### src/rtl/btn_cond_pkg.sv
// Shared types and 100 MHz defaults for the push-button conditioner.
// Auto-repeat is built only when BTN_COND_AUTOREPEAT_EN is defined.
package btn_cond_pkg;

  typedef enum logic [1:0] {
    REL,
    DELAY,
    REPEAT
  } rep_state_e;

  localparam int unsigned DEF_STABLE_CYCLES = 1_000_000;
  localparam int unsigned DEF_REPEAT_DELAY  = 50_000_000;
  localparam int unsigned DEF_REPEAT_PERIOD = 10_000_000;

  // Counter width able to hold 0..n-1, never narrower than one bit.
  function automatic int unsigned cnt_w(input int unsigned n);
    return (n < 2) ? 1 : $clog2(n);
  endfunction

endpackage

### src/rtl/btn_cond_ch.sv
// One button channel: 2-flop sync, stable-time debounce, edge pulses.
// Repeat FSM present only with BTN_COND_AUTOREPEAT_EN defined.
module btn_cond_ch
  import btn_cond_pkg::*;
#(
  parameter int unsigned STABLE_CYCLES = DEF_STABLE_CYCLES,
  parameter int unsigned REPEAT_DELAY  = DEF_REPEAT_DELAY,
  parameter int unsigned REPEAT_PERIOD = DEF_REPEAT_PERIOD
) (
  input  logic clk,
  input  logic reset,
  input  logic btn_raw,
  output logic level,
  output logic press,
  output logic rel,
  output logic rpt
);

  localparam int unsigned CW = cnt_w(STABLE_CYCLES);
  localparam logic [CW-1:0] CNT_MAX = CW'(STABLE_CYCLES - 1);

  logic          s1;
  logic          s2;
  logic [CW-1:0] cnt;
  logic          hit;
  logic          rise;
  logic          fall;

  assign hit  = (s2 != level) && (cnt == CNT_MAX);
  assign rise = hit && s2;
  assign fall = hit && !s2;

  always_ff @(posedge clk) begin
    if (reset) begin
      s1    <= 1'b0;
      s2    <= 1'b0;
      level <= 1'b0;
      cnt   <= '0;
      press <= 1'b0;
      rel   <= 1'b0;
    end else begin
      s1    <= btn_raw;
      s2    <= s1;
      press <= rise;
      rel   <= fall;
      if (s2 == level) begin
        cnt <= '0;
      end else if (hit) begin
        level <= s2;
        cnt   <= '0;
      end else begin
        cnt <= cnt + 1'b1;
      end
    end
  end

`ifdef BTN_COND_AUTOREPEAT_EN
  localparam int unsigned RMAX =
    (REPEAT_DELAY > REPEAT_PERIOD) ? REPEAT_DELAY : REPEAT_PERIOD;
  localparam int unsigned RW = cnt_w(RMAX);
  localparam logic [RW-1:0] DLY_END = RW'(REPEAT_DELAY - 1);
  localparam logic [RW-1:0] PER_END = RW'(REPEAT_PERIOD - 1);

  rep_state_e    st;
  rep_state_e    st_d;
  logic [RW-1:0] rcnt;
  logic [RW-1:0] rcnt_d;
  logic          rpt_d;

  always_ff @(posedge clk) begin
    if (reset) begin
      st   <= REL;
      rcnt <= '0;
      rpt  <= 1'b0;
    end else begin
      st   <= st_d;
      rcnt <= rcnt_d;
      rpt  <= rpt_d;
    end
  end

  // Release wins over a due repeat tick.
  always_comb begin
    st_d   = st;
    rcnt_d = rcnt + 1'b1;
    rpt_d  = 1'b0;
    unique case (st)
      REL: begin
        rcnt_d = '0;
        if (rise) st_d = DELAY;
      end
      DELAY: begin
        if (fall) begin
          st_d = REL;
        end else if (rcnt == DLY_END) begin
          st_d   = REPEAT;
          rpt_d  = 1'b1;
          rcnt_d = '0;
        end
      end
      REPEAT: begin
        if (fall) begin
          st_d = REL;
        end else if (rcnt == PER_END) begin
          rpt_d  = 1'b1;
          rcnt_d = '0;
        end
      end
      default: st_d = REL;
    endcase
  end
`else
  assign rpt = 1'b0;
`endif

endmodule

### src/rtl/btn_conditioner.sv
// N-channel push-button conditioner; one independent btn_cond_ch per bit.
// Define BTN_COND_AUTOREPEAT_EN to enable btn_repeat pulses.
module btn_conditioner
  import btn_cond_pkg::*;
#(
  parameter int unsigned N_CH          = 5,
  parameter int unsigned STABLE_CYCLES = DEF_STABLE_CYCLES,
  parameter int unsigned REPEAT_DELAY  = DEF_REPEAT_DELAY,
  parameter int unsigned REPEAT_PERIOD = DEF_REPEAT_PERIOD
) (
  input  logic            clk,
  input  logic            reset,
  input  logic [N_CH-1:0] btn_in,
  output logic [N_CH-1:0] btn_level,
  output logic [N_CH-1:0] btn_press,
  output logic [N_CH-1:0] btn_release,
  output logic [N_CH-1:0] btn_repeat
);

  for (genvar i = 0; i < N_CH; i++) begin : g_ch
    btn_cond_ch #(
      .STABLE_CYCLES(STABLE_CYCLES),
      .REPEAT_DELAY (REPEAT_DELAY),
      .REPEAT_PERIOD(REPEAT_PERIOD)
    ) u_ch (
      .clk    (clk),
      .reset  (reset),
      .btn_raw(btn_in[i]),
      .level  (btn_level[i]),
      .press  (btn_press[i]),
      .rel    (btn_release[i]),
      .rpt    (btn_repeat[i])
    );
  end

endmodule
### config.mk
export PLATFORM = sky130hd
export DESIGN_NAME = btn_conditioner
export DESIGN_NICKNAME = d
export VERILOG_FILES = /design/src/rtl/btn_cond_pkg.sv /design/src/rtl/btn_cond_ch.sv /design/src/rtl/btn_conditioner.sv
export SDC_FILE = /design/constraint.sdc
export NUM_CORES = 1
export LEC_CHECK = 0
export BUFFER_PORTS_ARGS = -buffer_cell sky130_fd_sc_hd__buf_4
export CORE_MARGIN = 2
export CORE_UTILIZATION = 60
export DETAILED_ROUTE_END_ITERATION = 8
export GPL_TIMING_DRIVEN = 0
export PLACE_DENSITY = 0.78
export SYNTH_ARGS = -nofsm -noshare
export SYNTH_HDL_FRONTEND = slang
export SYNTH_SLANG_ARGS = --single-unit
### constraint.sdc
create_clock -name clk -period 2.2 [get_ports clk]
set_input_delay 0.55 -clock clk [delete_from_list [all_inputs] [get_ports clk]]
set_output_delay 0.55 -clock clk [all_outputs]
set_load 0.1 [all_outputs]
==> results of run 1 <==
[final cells by class]
cell class	count	share of cell area
timing repair buffer	21	0.0246
clock buffer	19	0.0672
buffer	39	0.0362
sequential	125	0.390
tap	108	0.0210
inverter	21	0.0123
clock inverter	13	0.0294
multi-input combinational	449	0.420
[kinds of logic (layout without fill, tap and decap cells)]
| group | Yosys count | in the layout |
|---|---|---|
| buffers and inverters | 61 | 113 |
| other | 1 | 5 |
| flip-flops | 125 | 125 |
| XOR/XNOR | 60 | 60 |
| AND/OR/NAND/NOR | 294 | 294 |
| AO/OA/AOI/OAI | 85 | 85 |
| adder cells (fa/ha/maj) | 5 | 5 |
[how the worst max path moves through the flow]
| stage | from | end | slack, ps | cells past startpoint |
|---|---|---|---|---|
| finish | g_ch[0].u_ch.cnt[0]$_SDFF_PP0_ | g_ch[0].u_ch.cnt[18]$_SDFF_PP0_ | 110 | 5 |
| global route | g_ch[0].u_ch.cnt[0]$_SDFF_PP0_ | g_ch[0].u_ch.cnt[18]$_SDFF_PP0_ | 6 | 5 |
| CTS | g_ch[0].u_ch.cnt[0]$_SDFF_PP0_ | g_ch[0].u_ch.cnt[4]$_SDFF_PP0_ | 20 | 6 |
| detailed placement | g_ch[0].u_ch.cnt[0]$_SDFF_PP0_ | g_ch[0].u_ch.cnt[8]$_SDFF_PP0_ | 80 | 6 |
| global placement | g_ch[1].u_ch.cnt[15]$_SDFF_PP0_ | g_ch[1].u_ch.cnt[10]$_SDFF_PP0_ | 110 | 5 |
| floorplan | g_ch[2].u_ch.cnt[0]$_SDFF_PP0_ | g_ch[2].u_ch.cnt[18]$_SDFF_PP0_ | 280 | 6 |
[per-stage QoR]
stage | utilization | instances | cell area [um^2] | power [uW]
floorplan | - | 635 | 5500 | 2410
global placement | 0.658 | 764 | 5790 | 2430
detailed placement | 0.658 | 764 | 5790 | 2430
CTS | 0.728 | 796 | 6410 | 5330
global route | 0.729 | 795 | 6420 | 5430
finish | 0.729 | 795 | 6420 | 5280
[synth_stat cells, types with 17 or more instances]
library cell and count:
o21ai_0 29, nand4_1 22, buf_4 21, xnor2_1 34
nor2_1 82, nand2_1 29, nand3_1 41, or4_1 17
dfxtp_1 125, xor2_1 26, or3_1 20, inv_1 21
a21oi_1 40
[flip-flops by register name (all words and copies together), names as in the netlist]
| signal | cells |
|---|---|
| g_ch.u_ch.s1 | 5 |
| g_ch.u_ch.s2 | 5 |
| g_ch.u_ch.level | 5 |
| g_ch.u_ch.press | 5 |
| g_ch.u_ch.cnt | 100 |
| g_ch.u_ch.rel | 5 |
[power groups by stage]
stage / registers (uW) / clock network [uW] / logic [uW]
2_1_floorplan: 2330 / 0 / 75.3
3_3_place_gp: 2330 / 0 / 94.3
3_5_place_dp: 2330 / 0 / 95.6
4_1_cts: 2280 / 2950 / 95.9
5_1_grt: 2280 / 3040 / 105
6_report: 2280 / 2900 / 96.6
[cells in the final DEF, fill, tap and decap left out, types with 20 or more instances in the layout]
cell type,count
nand4_1,22
xor2_1,26
nor2_1,82
o21ai_0,29
or3_1,20
nand2_1,29
inv_1,21
buf_4,42
a21oi_1,40
nand3_1,41
xnor2_1,34
dfxtp_1,125
[layer usage]
metal	wire length, um	share of wire	vias up	track usage
met4	189	0.018	0	0.0906
met2	5130	0.48	100	0.393
met1	4900	0.46	2102	0.289
met5	0	0	-	0
met3	411	0.039	18	0.0576
li1	-	-	2298	-
[critical path, cell delays in order, from the launching register on]
cell and delay [ps]:
dfxtp_1 370, ha_1 210, nand3_2 170, or4_4 620, or4_1 490, a21oi_1 150
==> results.md, run 1 <==
* Outcome: finished, final reports clean
* Filler cells at 663
* CTS max path bufs at 2
* Simple-gate share of the synthesized area at 0.294
* Internal power at 4180 uW
* Post-Synthesis Cells at around 630
* Die area at 9920 um^2
* TritonCTS Sinks at roughly 130
* GR Overflow Total at 0
* Combinational share of power at 0.018
* DRC at 0
* I/O Buffers at 21
* First-pass GRT wire length at 18900 um
* Worst Hold Class: in2reg
* Clock Skew at ~9.4 ps
* CP endpoint kind: register
* Area share of the largest cell type after synthesis at 0.456
* Worst r2r dst: g_ch[0].u_ch.cnt[18]$_SDFF_PP0_
* First-pass DRT Iterations at 4
* Sw Ratio at 0.209
* Psw at roughly 1100 uW
* Die W at between 90 and 100 um
* NumNets Final at roughly 690
* Hold Path End: g_ch[2].u_ch.s1$_SDFF_PP0_
* Synth unique cells at 38
* Min cycle time layout at 2090 ps
* Boundary pin count at 27
* Maximum achievable frequency at 0.480 GHz
* Worst VDD drop at 0.000480 V
* Pwr Density at 822 nW/um^2
* Vias at 4518
* Ant. Diodes at 0
* Cell count of the worst reg-to-reg path at 5
* Worst-Skew Late Latency at 520 ps
* Pre-CTS WS at 78.4 ps
* Initial DRC Count at 160
* GRT Total Usage at 0.234
* Synth Area in Compound Gates at 0.0849
* Synth area leader: dfxtp_1
* Post-CTS Setup Inserts at 0
* Post-synth EDFFs at 0
* CTS tree: built
* Least-Margin Pin Slew at 531 ps
* Final worst path period share at 0.948
* Slew headroom at 0.646
* Clock share of power at 0.549
* Largest net degree at the start of global routing at 17
* Share of layout cells above drive strength 1 at 0.135
* Worst Path Required at 2650 ps
* Die Y at between 90 and 100 um
* Hold buffer count at cts at 0
* Clk root buf: clkbuf_8
* Share of power burned in registers at 0.433
* Reg clk slew, reported paths at 60 ps
* PostCTS Resize Cnt at 0
* Hold Crit Depth at 2
* Final hold slack at 237 ps
* Number of synthesized register bits at 125
* Seq/Total Area, Yosys at 0.456
* Setup TNS Final at 0 ps
* Initial antenna violation count at 0
* Main synth FF type: dfxtp_1
* FP Rows at 34
* Clock buffers created by TritonCTS at 17
* Startpoint Class: register
* Area contributors post-synth: dfxtp_1, nor2_1, xnor2_1
* Post-Synth XOR/XNOR Area at 0.0958
* Lkg Pwr at ~0.0021 uW
* Mux cell area share after synthesis at 0
* Final hold viol count at 0
* Worst Path Max Fanout at 8
* Critical path type: reg2reg
* Gpl congestion at 0.867
* Vias per inst at 5.68
* Core Region at between 8000 and 9000 um^2
* YS warnings at 0
* DP HPWL at around 7200 um
* Final setup viols at 0
* CTS H-tree depth at 4
* Multi-input logic area at 2690 um^2
* RSZ-0062 raised after global routing: no
* Number of max-cap violations at 0
* R2r startpoint: g_ch[0].u_ch.cnt[0]$_SDFF_PP0_
* Syn_area_per_cell at 8.69 um^2
* Wire per inst at approximately 13 um
* Layout Area Growth over Synthesis at 17.1%
* Slew Limit Fails at 0
* Routed WL at 10600 um
* Largest family of logic cells by synthesized area: simple AND/OR/NAND/NOR gates
* Synth Area in Adders at 0.0114
* Vias in the first global route at 4337
* Initial core utilization at 0.623
* Register Area at 2500 um^2
* Post-synth ARST share at 0
* Detail Route Antenna Nets at 0
* CP Data Arrival Time at 2540 ps
* Mapped cell area at 5480 um^2
* Internal reg-to-reg setup slack at 110 ps
* Min-delay src: btn_in[2]
* Post-route setup slack at 115 ps
(Power assumes the default switching activity.)
==> run 2: changes to the inputs <==
--- a/config.mk
+++ b/config.mk
@@ -6,7 +6,6 @@
 export NUM_CORES = 1
 export LEC_CHECK = 0
 export BUFFER_PORTS_ARGS = -buffer_cell sky130_fd_sc_hd__buf_4
-export CORE_MARGIN = 2
 export CORE_UTILIZATION = 60
 export DETAILED_ROUTE_END_ITERATION = 8
 export GPL_TIMING_DRIVEN = 0
==> run 2 against run 1 <==
  * Maximum frequency increased by 2.6%
  * Critical path depth did not move
  * Cell area grew 0.39%
  * Utilization is 0.64 points higher
  * Sequential share of layout area decreased by 0.15 points
  * Largest power group unchanged
==> results.md, run 2 (synthesis gave the netlist of run 1 again) <==
* Outcome: finished, final reports clean (unchanged)
* R2r startpoint: g_ch[1].u_ch.cnt[15]$_SDFF_PP0_ (was g_ch[0].u_ch.cnt[0]$_SDFF_PP0_)
* CP max stage delay at 480 ps (was 620 ps)
* CP Data Arrival Time at 2440 ps (was 2540 ps)
* Startpoint Class: register (unchanged)
* Final Total Pwr at 5310 uW (was 5280 uW)
* Slew Limit Fails at 0 (unchanged)
* Hold buffer count at cts at 0 (unchanged)
* Maximum achievable frequency at 0.492 GHz (was 0.480 GHz)
* RSZ-0062 raised after global routing: no (unchanged)
* First-pass DRT Iterations at 4 (unchanged)
* Initial DRC Count at 139 (was 160)
* Routed WL at 11100 um (was 10600 um)
* Gpl congestion at 0.843 (was 0.867)
* I/O Buffers at 21 (unchanged)
* Vias per inst at 5.67 (was 5.68)
* Buffers and inverters on the worst path at 1 (was 0)
* Top reg by flops: g_ch.u_ch.cnt (unchanged)
* Sw Ratio at 0.208 (was 0.209)
* GRT Total Usage at 0.249 (was 0.234)
* Clk root buf: clkbuf_8 (unchanged)
* Clock buffers created by TritonCTS at 17 (unchanged)
* CP Cell Sequence: or3b_2 -> or4_1 -> o21ai_4 -> buf_4 -> nor2_1 (was ha_1 -> nand3_2 -> or4_4 -> or4_1 -> a21oi_1)
* Vias at 4508 (was 4518)
* CTS tree: built (unchanged)
* DRC at 0 (unchanged)
* Wire per inst at 14.0 um (was 13.4 um)
* Leading cell types in the layout, fill and taps excluded: dfxtp_1, nor2_1, buf_4, nand3_1, a21oi_1 (unchanged)
* Initial antenna violation count at 0 (unchanged)
* Ant. Diodes at 0 (unchanged)
* Final worst path period share at 0.924 (was 0.948)
* Leading cell type in the layout, fill and taps excluded: dfxtp_1 (unchanged)
* Pre-CTS WS at 55.5 ps (was 78.4 ps)
* Initial core utilization at 0.626 (was 0.623)
* Boundary pin count at 27 (unchanged)
* Die W at 97.6 um (was 99.6 um)
* DP HPWL at 7200 um (was 7160 um)
* Critical path type: reg2reg (unchanged)
* CP endpoint kind: register (unchanged)
* Reg clk slew, reported paths at 60 ps (about the same)
* Number of max-cap violations at 0 (unchanged)
* TritonCTS Sinks at 125 (unchanged)
* Worst Path Max Fanout at 10 (was 8)
* Layout Area Growth over Synthesis at 17.6% (was 17.1%)
* Internal reg-to-reg setup slack at 170 ps (was 110 ps)
* Worst VDD drop at 0.000549 V (was 0.000480 V)
* Setup TNS Final at 0 ps (unchanged)
* Share of power burned in registers at 0.430 (was 0.433)
* Lkg Pwr at 0.00210 uW (was 0.00208 uW)
* Final hold viol count at 0 (unchanged)
* Slew headroom at 0.606 (was 0.646)
* Post-CTS Setup Inserts at 0 (unchanged)
* Share of layout cells above drive strength 1 at 0.140 (was 0.135)
* Die area at 9520 um^2 (was 9920 um^2)
* Pwr Density at 824 nW/um^2 (was 822 nW/um^2)
* Min cycle time layout at 2030 ps (was 2090 ps)
* Worst-Skew Late Latency at 520 ps (about the same)
* Internal power at 4210 uW (was 4180 uW)
* Die Y at 97.6 um (was 99.6 um)
* Vias in the first global route at 4448 (was 4337)
* Min-delay src: btn_in[1] (was btn_in[2])
* Max reg flops at 100 (unchanged)
* First-pass GRT wire length at 19300 um (was 18900 um)
* Crit-path slowest cell: or4_1 (was or4_4)
* Core Region at 8760 um^2 (was 8810 um^2)
* Largest net degree at the start of global routing at 17 (unchanged)
* PostCTS Resize Cnt at 0 (unchanged)
* Combinational share of power at 0.018 (about the same)
* CTS H-tree depth at 4 (unchanged)
* Psw at 1110 uW (was 1100 uW)
* FP Rows at 34 (unchanged)
* CTS max path bufs at 2 (unchanged)
* NumNets Final at 686 (unchanged)
* Critical Path Source: g_ch[1].u_ch.cnt[15]$_SDFF_PP0_ (was g_ch[0].u_ch.cnt[0]$_SDFF_PP0_)
* Worst Path Required at 2610 ps (was 2650 ps)
* Clock share of power at 0.552 (was 0.549)
* Critical path's top delay family: simple AND/OR/NAND/NOR gates (unchanged)
* Post-route setup slack at 167 ps (was 115 ps)
* Clock Skew at 14.0 ps (was 9.41 ps)
* Worst Hold Class: in2reg (unchanged)
* Least-Margin Pin Slew at 590 ps (was 531 ps)
* Detail Route Antenna Nets at 0 (unchanged)
* GR Overflow Total at 0 (unchanged)
* Final setup viols at 0 (unchanged)
-- run 2: cell types whose count changed in the layout (fill, tap and decap cells not counted), sizes merged --
cell,change
inv,-1
clkinv,+4
clkinvlp,-3
-- run 2: final timing paths --
kind                            depth (start not counted)                               to
worst min-delay path                                    2       g_ch[1].u_ch.s1$_SDFF_PP0_
worst max register to register                          5  g_ch[1].u_ch.cnt[10]$_SDFF_PP0_
worst max-delay path                                    5  g_ch[1].u_ch.cnt[10]$_SDFF_PP0_
worst min register to register                          1       g_ch[0].u_ch.s2$_SDFF_PP0_
-- run 2: through the flow --
step	util	hold WS, ps	area, um^2	instances
3_3_place_gp	0.661	419	5790	764
4_1_cts	0.733	223	6420	796
2_1_floorplan	-	412	5500	635
6_report	0.736	244	6450	795
5_1_grt	0.736	241	6450	795
3_5_place_dp	0.661	422	5790	764
-- run 2: metal layers --
metal / part of all wire / wire, um / up-vias / track usage
met4: 0.018 / 197 / 0 / 0.124
met1: 0.45 / 4990 / 2113 / 0.295
met5: 0 / 0 / - / 0
met2: 0.50 / 5530 / 79 / 0.419
met3: 0.036 / 403 / 25 / 0.0604
li1: - / - / 2291 / -
-- run 2: area by class of cell --
type                    count  area [um^2]
plain buffers              39          233
repair buffers             21          158
clock inverters            13          189
clock buffers              19          442
fillers                   639         2320
flip-flops and latches    125         2500
multi-input cells         449         2710
inverters                  21         78.8
well taps                 108          135
-- run 2: power groups by stage --
stage / clock network, uW / registers, uW / logic [uW]
6_report: 2930 / 2280 / 97.5
5_1_grt: 3060 / 2280 / 104
4_1_cts: 2980 / 2280 / 96.8
3_5_place_dp: 0 / 2330 / 95.7
3_3_place_gp: 0 / 2330 / 95.0
2_1_floorplan: 0 / 2330 / 75.3
